--- src/rtl/embedded_sync_decoder_pkg.sv ---
// Shared constants, state encoding and XY protection helper
// for the embedded-sync (SAV/EAV) stream decoder.
package embedded_sync_decoder_pkg;

  localparam logic [1:0] ST_IDLE  = 2'd0;
  localparam logic [1:0] ST_ONES  = 2'd1;
  localparam logic [1:0] ST_ZEROS = 2'd2;
  localparam logic [1:0] ST_XY    = 2'd3;

  localparam logic [9:0] PAT_ONES  = 10'h3FF;
  localparam logic [9:0] PAT_ZEROS = 10'h000;

  localparam int XY_B1 = 7;
  localparam int XY_F  = 6;
  localparam int XY_V  = 5;
  localparam int XY_H  = 4;

  function automatic logic [3:0] xy_prot(
    input logic f,
    input logic v,
    input logic h
  );
    return {v ^ h, f ^ h, f ^ v, f ^ v ^ h};
  endfunction

endpackage

--- src/rtl/embedded_sync_decoder_sync_code_matcher.sv ---
// Preamble FSM (ones x R, zeros x 2R, XY x R) with XY decode
// and protection check; code pulses are combinational.
module sync_code_matcher
  import embedded_sync_decoder_pkg::*;
#(
  parameter int DATA_W      = 8,
  parameter int SYNC_REPEAT = 2,
  parameter int ECC_CHECK   = 1
) (
  input  logic              i_clk,
  input  logic              i_rst,
  input  logic              i_en,
  input  logic [DATA_W-1:0] i_data,
  output logic              o_code_valid,
  output logic              o_code_err,
  output logic              o_f,
  output logic              o_v,
  output logic              o_h
);

  localparam logic [3:0] C_R   = 4'(SYNC_REPEAT);
  localparam logic [3:0] C_RM1 = 4'(SYNC_REPEAT - 1);
  localparam logic [3:0] C_ZM1 = 4'(2 * SYNC_REPEAT - 1);

  logic [1:0] r_st;
  logic [3:0] r_cnt;
  logic [1:0] w_st_nx;
  logic [3:0] w_cnt_nx;
  logic       w_dec;
  logic       w_ones;
  logic       w_zero;
  logic       w_ok;
  logic [7:0] w_xy;

  assign w_ones = (i_data == PAT_ONES[DATA_W-1:0]);
  assign w_zero = (i_data == PAT_ZEROS[DATA_W-1:0]);
  assign w_xy   = i_data[DATA_W-1 -: 8];
  assign o_f    = w_xy[XY_F];
  assign o_v    = w_xy[XY_V];
  assign o_h    = w_xy[XY_H];

  assign w_ok = (ECC_CHECK == 0) ||
                (w_xy[XY_B1] &&
                 (w_xy[3:0] == xy_prot(o_f, o_v, o_h)));

  assign o_code_valid = i_en & w_dec & w_ok;
  assign o_code_err   = i_en & w_dec & ~w_ok;

  // Next-state logic; an all-ones mismatch resyncs into ONES
  always_comb begin
    w_st_nx  = ST_IDLE;
    w_cnt_nx = '0;
    w_dec    = 1'b0;
    unique case (r_st)
      ST_IDLE: begin
        if (w_ones) begin
          w_st_nx  = ST_ONES;
          w_cnt_nx = 4'd1;
        end
      end
      ST_ONES: begin
        if (w_ones && (r_cnt < C_R)) begin
          w_st_nx  = ST_ONES;
          w_cnt_nx = r_cnt + 4'd1;
        end else if (w_zero && (r_cnt == C_R)) begin
          w_st_nx  = ST_ZEROS;
          w_cnt_nx = 4'd1;
        end else if (w_ones) begin
          w_st_nx  = ST_ONES;
          w_cnt_nx = 4'd1;
        end
      end
      ST_ZEROS: begin
        if (w_zero) begin
          if (r_cnt == C_ZM1) begin
            w_st_nx = ST_XY;
          end else begin
            w_st_nx  = ST_ZEROS;
            w_cnt_nx = r_cnt + 4'd1;
          end
        end else if (w_ones) begin
          w_st_nx  = ST_ONES;
          w_cnt_nx = 4'd1;
        end
      end
      ST_XY: begin
        if (r_cnt == C_RM1) begin
          w_dec = 1'b1;
        end else begin
          w_st_nx  = ST_XY;
          w_cnt_nx = r_cnt + 4'd1;
        end
      end
    endcase
  end

  // State register, advances only on enabled words
  always_ff @(posedge i_clk) begin
    if (i_rst) begin
      r_st  <= ST_IDLE;
      r_cnt <= '0;
    end else if (i_en) begin
      r_st  <= w_st_nx;
      r_cnt <= w_cnt_nx;
    end
  end

endmodule

--- src/rtl/embedded_sync_decoder.sv ---
// Embedded-sync stream decoder: registered data with aligned
// FV/LV, field, line count and sync/length error pulses.
module embedded_sync_decoder
  import embedded_sync_decoder_pkg::*;
#(
  parameter int DATA_W       = 8,
  parameter int SYNC_REPEAT  = 2,
  parameter int ACTIVE_WORDS = 3840,
  parameter int CNT_W        = 13,
  parameter int LINE_W       = 12,
  parameter int ECC_CHECK    = 1
) (
  input  logic              clock_in,
  input  logic              reset,
  input  logic              pix_en,
  input  logic [DATA_W-1:0] data_in,
  output logic [DATA_W-1:0] data_out,
  output logic              FV,
  output logic              LV,
  output logic              field,
  output logic [LINE_W-1:0] line_count,
  output logic              sync_err,
  output logic              len_err
);

  localparam int EAV_LEN = ACTIVE_WORDS + 4 * SYNC_REPEAT;
  localparam logic [CNT_W-1:0] C_EAV_LAST = CNT_W'(EAV_LEN - 1);
  localparam logic [CNT_W-1:0] C_AW = CNT_W'(ACTIVE_WORDS);

  logic              w_cv;
  logic              w_ce;
  logic              w_f;
  logic              w_v;
  logic              w_h;
  logic              w_sav;
  logic              w_eav;
  logic [DATA_W-1:0] r_dout;
  logic              r_fv;
  logic              r_lv;
  logic              r_arm;
  logic              r_field;
  logic [LINE_W-1:0] r_lc;
  logic [CNT_W-1:0]  r_wcnt;
  logic [CNT_W-1:0]  r_lvcnt;
  logic              r_serr;
  logic              r_lerr;

  sync_code_matcher #(
    .DATA_W      (DATA_W),
    .SYNC_REPEAT (SYNC_REPEAT),
    .ECC_CHECK   (ECC_CHECK)
  ) u_match (
    .i_clk        (clock_in),
    .i_rst        (reset),
    .i_en         (pix_en),
    .i_data       (data_in),
    .o_code_valid (w_cv),
    .o_code_err   (w_ce),
    .o_f          (w_f),
    .o_v          (w_v),
    .o_h          (w_h)
  );

  assign w_sav = w_cv & ~w_h;
  assign w_eav = w_cv & w_h;

  // One-word data delay
  always_ff @(posedge clock_in) begin
    if (reset) r_dout <= '0;
    else if (pix_en) r_dout <= data_in;
  end

  // Frame state: field, FV and active-line count
  always_ff @(posedge clock_in) begin
    if (reset) begin
      r_field <= 1'b0;
      r_fv    <= 1'b0;
      r_lc    <= '0;
    end else if (w_cv) begin
      r_field <= w_f;
      if (w_v && r_fv) begin
        r_fv <= 1'b0;
      end else if (w_sav && !w_v && !r_fv) begin
        r_fv <= 1'b1;
        r_lc <= '0;
      end
      if (w_eav && !w_v && r_fv && (r_lc != '1))
        r_lc <= r_lc + 1'b1;
    end
  end

  // LV window: armed by active SAV, opens on the next word
  always_ff @(posedge clock_in) begin
    if (reset) begin
      r_arm   <= 1'b0;
      r_lv    <= 1'b0;
      r_lvcnt <= '0;
    end else if (pix_en) begin
      r_arm <= w_sav & ~w_v;
      if (w_sav) begin
        r_lv <= 1'b0;
      end else if (r_arm) begin
        r_lv    <= 1'b1;
        r_lvcnt <= CNT_W'(1);
      end else if (r_lv) begin
        if (r_lvcnt == C_AW) r_lv <= 1'b0;
        else r_lvcnt <= r_lvcnt + 1'b1;
      end
    end
  end

  // Saturating word count since the last SAV
  always_ff @(posedge clock_in) begin
    if (reset) r_wcnt <= '0;
    else if (pix_en) begin
      if (w_sav) r_wcnt <= '0;
      else if (r_wcnt != '1) r_wcnt <= r_wcnt + 1'b1;
    end
  end

  // Error pulses, cleared on every edge without an event
  always_ff @(posedge clock_in) begin
    if (reset) begin
      r_serr <= 1'b0;
      r_lerr <= 1'b0;
    end else begin
      r_serr <= w_ce;
      r_lerr <= (w_sav & r_lv) |
                (w_eav & (r_wcnt != C_EAV_LAST));
    end
  end

  assign data_out   = r_dout;
  assign FV         = r_fv;
  assign LV         = r_lv;
  assign field      = r_field;
  assign line_count = r_lc;
  assign sync_err   = r_serr;
  assign len_err    = r_lerr;

endmodule

--- config.mk ---
export PLATFORM = sky130hd
export DESIGN_NAME = embedded_sync_decoder
export DESIGN_NICKNAME = d
export VERILOG_FILES = /design/src/rtl/embedded_sync_decoder_pkg.sv /design/src/rtl/embedded_sync_decoder_sync_code_matcher.sv /design/src/rtl/embedded_sync_decoder.sv
export SDC_FILE = /design/constraint.sdc
export NUM_CORES = 1
export LEC_CHECK = 0
export CAP_MARGIN = 15
export CORE_MARGIN = 1.5
export CORE_UTILIZATION = 55
export CTS_BUF_LIST = sky130_fd_sc_hd__clkbuf_8 sky130_fd_sc_hd__clkbuf_16
export CTS_CLUSTER_SIZE = 8
export DETAILED_ROUTE_END_ITERATION = 16
export PLACE_DENSITY = 0.79
export SETUP_SLACK_MARGIN = 0.1
export SLEW_MARGIN = 10
export SYNTH_ARGS = -nofsm -noshare
export SYNTH_HDL_FRONTEND = slang
export SYNTH_SLANG_ARGS = --single-unit
--- constraint.sdc ---
create_clock -name clock_in -period 3.7 [get_ports clock_in]
set_input_delay 0.74 -clock clock_in [delete_from_list [all_inputs] [get_ports clock_in]]
set_output_delay 0.74 -clock clock_in [all_outputs]
set_load 0.005 [all_outputs]
==> impl_metrics.json, run 1 <==
{
  "status": "finished clean",
  "fin_crit_ns": 3.08,
  "io_pins": 36,
  "crit_chain": "clkdlybuf4s50_1 > inv_1 > ha_1 > xor2_1 > nor2_1 > o2111ai_1 > a21o_1 > nand2_1 > nor2_1",
  "cts_resized": 0,
  "worst_slew_pin_slew_ns": 0.805,
  "rsz0062_at_grt": "no",
  "rows": 28,
  "dp_hpwl_um": 5000,
  "track_usage": 0.245,
  "cts_made_buffers": 9,
  "tns_ns": 0,
  "cts_buffer_depth": 2,
  "worstPathRequired_ns": 3.98,
  "layout_commonest_cell": "dfxtp_1",
  "r2r_slack_ns": 1.22,
  "cts_tree": "yes",
  "port_buffers": 35,
  "synthArstFlopShare": 0,
  "cts.sinks": 58,
  "antenna_found_initial": 0,
  "clock-root-buffer": "clkbuf_8",
  "final_core_util": 0.665,
  "syn_inst": 406,
  "ir_drop_uv": 248,
  "fmax_mhz": 325,
  "htreeDepth": 3,
  "cp.arrival_ns": 3.35,
  "drive_gt1_frac": 0.0957,
  "avgSynthCellArea_um2": 8.17,
  "crit_slowest_cell": "clkdlybuf4s50_1",
  "clkLatencyLatePin_ns": 0.35,
  "worstPathMaxFanout": 13,
  "cts.clk_slew.worst_paths_ns": 0.07,
  "ys_seq_area_frac": 0.350,
  "critical_path_class": "in2reg",
  "drc": 0,
  "detailroute.via_count": 3072,
  "setup_ws_ns": 0.625,
  "maxCapViolCount": 0,
  "fill_cells": 494,
  "critical-path-top-delay-family": "simple AND/OR/NAND/NOR gates",
  "timing.final.crit_share": 0.831,
  "final_cell_mix": "58 x dfxtp_1, 41 x nor2_1, 35 x clkdlybuf4s50_1",
  "slew-limit-headroom": 0.463,
  "finalHoldViolations": 0,
  "endpoint_kind": "flip-flop",
  "cts_hold_buf": 0,
  "r2r_end": "r_wcnt[6]",
  "worst-r2r-cell-count": 7,
  "crit_path_frequent_cell": "nor2_1",
  "num_antenna_cells": 0,
  "skew_ns": 0.0114,
  "drt_first_pass_iters": 5,
  "die_area_um2": 6510,
  "cp-start-kind": "input pin",
  "multi_input_area_um2": 2000,
  "ant_nets": 0,
  "final-setup-viol-count": 0,
  "synth-seq-cells": 58,
  "core_region_area_um2": 5890,
  "path_buf_inv": 2,
  "final-seq-area_um2": 1160,
  "worstHoldStart": "field",
  "die_h_um": 80.7,
  "dpl_cell_area_um2": 3700,
  "power_mw": 1.42,
  "slew_violations": 0,
  "grt_pass1_vias": 2811,
  "synth_edf_count": 0,
  "whs_path_depth": 2,
  "yosys.cell_types.count": 62,
  "syn_nets": 426,
  "drt_iter0_drc": 191,
  "grt_pass1_wl_um": 12500,
  "syn2layout_area_growth_pct": 18.0,
  "power_per_cell_area_nw_per_um2": 363,
  "slowest_delay_ns": 0.48,
  "static-leakage-power_nw": 1.33,
  "start_util": 0.564,
  "cts_setup_buffers": 0,
  "routedWlPerCell_um": 14.4,
  "place_congestion": 0.862,
  "grt-ovfl-total": 0,
  "synth_ff_type": "dfxtp_1",
  "dp_slack_ns": 0.284,
  "routed_wl_um": 7430,
  "via_per_inst": 5.98,
  "final_nets": 454,
  "dieWidth_um": 80.7,
  "hold_end": "field",
  "hold_path.class": "reg2reg",
  "timing.rr.start": "u_match.r_cnt[0]",
  "grt_max_degree": 30,
  "stdcell_area_um2": 3920,
  "ys.warnings.count": 0,
  "netlist_area_um2": 3320
}
layout make-up:
cell class	instances	area share
clock buffer	10	0.0351
clock inverter	6	0.0208
inverter	9	0.00863
multi-input combinational	313	0.510
sequential	58	0.296
tap	75	0.0240
timing repair buffer	43	0.105
state kept, by name, summed over array words and instances, names as in the netlist, 2 cells and up:
name	count
r_lvcnt	13
r_wcnt	13
line_count	12
data_out	8
u_match.r_cnt	4
u_match.r_st	2
worst reg2reg max path: cells and delay by family, from the launching register on:
family / cells / cell delay [ns]
adders and majority gates: 1 / 0.19
and+or+nand+nor: 4 / 1.01
DFF: 1 / 0.41
AOI/OAI and AO/OA: 2 / 0.75
how the worst max path moves through the flow:
stage,startpoint,slack (ns),to,cells past startpoint
floorplan,data_in[4],0.81,line_count[2],9
global placement,data_in[4],0.38,r_wcnt[6],9
detailed placement,data_in[5],0.28,r_wcnt[8],9
CTS,data_in[5],0.64,r_wcnt[8],9
global route,data_in[4],0.43,r_wcnt[8],9
finish,data_in[4],0.62,r_wcnt[6],9
report_power, final:
part / total, mW / switching (mW) / internal (mW)
Sequential: 0.655 / 0.0149 / 0.640
Combinational: 0.110 / 0.0585 / 0.0518
Clock: 0.659 / 0.266 / 0.392
stage by stage:
step	cells	hold WS, ns
2_1_floorplan	406	0.451
3_3_place_gp	498	0.451
3_5_place_dp	498	0.453
4_1_cts	514	0.462
5_1_grt	514	0.491
6_report	514	0.459
cells by family (layout without fill, tap and decap cells):
group | after synthesis | in the layout | share of synthesized area
muxes | 9 | 9 | 0.0272
DFF | 58 | 58 | 0.350
and+or+nand+nor | 198 | 198 | 0.337
xor gates and xnor gates | 18 | 18 | 0.0475
adders and majority gates | 9 | 9 | 0.0339
buffers and inverters | 35 | 68 | 0.0479
AOI/OAI and AO/OA | 79 | 79 | 0.157
Yosys cell counts, drive strengths merged (9+ instances only):
| library cell | instances | area, um2 |
|---|---|---|
| a21oi | 23 | 130 |
| xnor2 | 16 | 140 |
| dfxtp | 58 | 1160 |
| buf | 13 | 76.3 |
| nand2 | 31 | 116 |
| a31oi | 11 | 68.8 |
| inv | 9 | 33.8 |
| nor2 | 41 | 154 |
| clkbuf | 13 | 48.8 |
| nor3 | 25 | 130 |
| nand4 | 14 | 103 |
| o21ai | 22 | 110 |
| ha | 9 | 113 |
| nand3 | 26 | 130 |
| mux2i | 9 | 90.1 |
metal layers:
metal  vias up  wire length [um]  global-route usage
met5         -                 0                   0
met4         0               113               0.110
met3        12               448              0.0773
met2        82              3410               0.397
met1      1436              3460               0.296
li1       1542                 -                   -
Note: power is estimated with default switching activity, not from simulation.
==> run 2: changes to the inputs <==
==> constraint.sdc (replaced) <==
create_clock -name clock_in -period 3 [get_ports clock_in]
set_input_delay 0.6 -clock clock_in [delete_from_list [all_inputs] [get_ports clock_in]]
set_output_delay 0.6 -clock clock_in [all_outputs]
set_load 0.005 [all_outputs]
==> run 2 against run 1 <==
  * Register-to-register slack got worse by 0.49 ns
  * Final area increased by 2.7%
  * Die area unchanged
  * Hold slack improved by 0.026 ns
  * Combinational power increased by 33%
  * Clock power increased by 19%
  * Sequential power increased by 23%
  * Setup slack got worse by 0.27 ns
  * First-iteration DRC count decreased by 0.52%
  * Sequential share of layout area decreased by 0.79 points
==> impl_metrics.json, run 2 (synthesis results as in run 1) <==
{
  "status": "finished clean",
  "place_congestion": 0.869,
  "cts_tree": "yes",
  "tns_ns": 0,
  "rsz0062_at_grt": "no",
  "slew_violations": 0,
  "io_pins": 36,
  "clock-root-buffer": "clkbuf_8",
  "fin_cells": 523,
  "endpoint_kind": "flip-flop",
  "cts_made_buffers": 9,
  "routedWlPerCell_um": 14.6,
  "port_buffers": 35,
  "track_usage": 0.259,
  "skew_ns": 0.00574,
  "grt_pass1_vias": 2895,
  "whs_path_depth": 2,
  "hold_path.class": "reg2reg",
  "syn2layout_area_growth_pct": 21.3,
  "dp_hpwl_um": 5200,
  "slew-limit-headroom": 0.440,
  "cts_buffer_depth": 2,
  "final-setup-viol-count": 0,
  "drt_first_pass_iters": 4,
  "placed_cells": 509,
  "antenna_found_initial": 0,
  "critical_path_class": "in2reg",
  "worstPathMaxFanout": 15,
  "timing.rr.start": "r_lvcnt[0]",
  "fmax_mhz": 378,
  "final_cell_mix": "58 x dfxtp_1, 41 x nor2_1, 35 x clkdlybuf4s50_1",
  "dieWidth_um": 80.7,
  "cp-start-kind": "input pin",
  "htreeDepth": 3,
  "grt_max_degree": 30,
  "maxCapViolCount": 0,
  "power_per_cell_area_nw_per_um2": 431,
  "ir_drop_uv": 290,
  "fin_crit_ns": 2.65,
  "cts.clk_slew.worst_paths_ns": 0.06,
  "drt_iter0_drc": 190,
  "worst_slew_pin_slew_ns": 0.839,
  "r2r_end": "r_lvcnt[6]",
  "timing.final.crit_share": 0.883,
  "layout_commonest_cell": "dfxtp_1",
  "final_nets": 465,
  "via_per_inst": 6.00,
  "rows": 28,
  "r2r_slack_ns": 0.73,
  "worstPathRequired_ns": 3.28,
  "ant_nets": 0,
  "grt_pass1_wl_um": 13200,
  "detailroute.via_count": 3140,
  "cts_hold_buf": 0,
  "finalHoldViolations": 0,
  "static-leakage-power_nw": 1.39,
  "start_util": 0.564,
  "cts_setup_buffers": 0,
  "fill_cells": 476,
  "routed_wl_um": 7630,
  "worst-r2r-cell-count": 7,
  "drive_gt1_frac": 0.114,
  "hold_end": "field",
  "cts_resized": 0,
  "cp.arrival_ns": 2.93,
  "grt-ovfl-total": 0,
  "drc": 0,
  "die_h_um": 80.7,
  "die_area_um2": 6510,
  "core_region_area_um2": 5890,
  "cts.sinks": 58,
  "clkLatencyLatePin_ns": 0.34,
  "worstHoldStart": "field",
  "num_antenna_cells": 0
}
==> run 2: changes by cell type in the layout (fill, tap and decap cells not counted) <==
cell,delta
buf_4,+8
buf_12,+3
clkinv_2,-1
clkinvlp_4,-1
==> run 2: power breakdown <==
group          internal (mW)  switching (mW)
clock network          0.476           0.305
registers              0.789          0.0184
logic                 0.0715          0.0744
==> run 2: final cells by class <==
type	count	area [um2]	area share
repair buffers	54	531	0.132
well taps	75	93.8	0.0233
clock inverters	4	68.8	0.0171
inverters	9	33.8	0.00840
multi-input cells	313	2000	0.497
flip-flops and latches	58	1160	0.289
clock buffers	10	138	0.0342
==> run 2: how the worst max path moves through the flow <==
stage / end / slack (ns) / cells after the start / startpoint
after global routing: r_lvcnt[3] / 0.17 / 11 / data_in[4]
after global placement: line_count[2] / 0.05 / 9 / data_in[4]
after detailed placement: r_lvcnt[0] / 0.01 / 11 / data_in[4]
after floorplan: line_count[2] / 0.25 / 9 / data_in[4]
after CTS: line_count[2] / 0.34 / 9 / data_in[4]
final: line_count[2] / 0.35 / 9 / data_in[4]
==> run 2: metrics by stage <==
stage          power, mW  hold WS (ns)  area, um2  utilization  setup WS, ns
2_1_floorplan      0.908         0.451       3320            -         0.251
3_3_place_gp       0.965         0.447       3820        0.649        0.0535
3_5_place_dp       0.969         0.455       3820        0.649        0.0139
4_1_cts             1.74         0.486       4020        0.684         0.343
5_1_grt             1.79         0.523       4020        0.684         0.166
6_report            1.74         0.485       4020        0.684         0.352
==> run 2: metal layers <==
layer / vias up / global-route usage / share of wire
met4: 0 / 0.0931 / 0.021
met5: - / 0 / 0
met1: 1490 / 0.333 / 0.46
met2: 78 / 0.417 / 0.48
li1: 1557 / - / -
met3: 15 / 0.0659 / 0.042
==> run 2: worst max-delay path, stage by stage <==
cell             delay (ns)
clkdlybuf4s50_1        0.49
inv_1                  0.06
ha_1                   0.30
xor2_1                 0.18
nor4b_4                0.31
nand4_4                0.13
and2_4                 0.24
or4_4                  0.49
a21oi_2                0.14
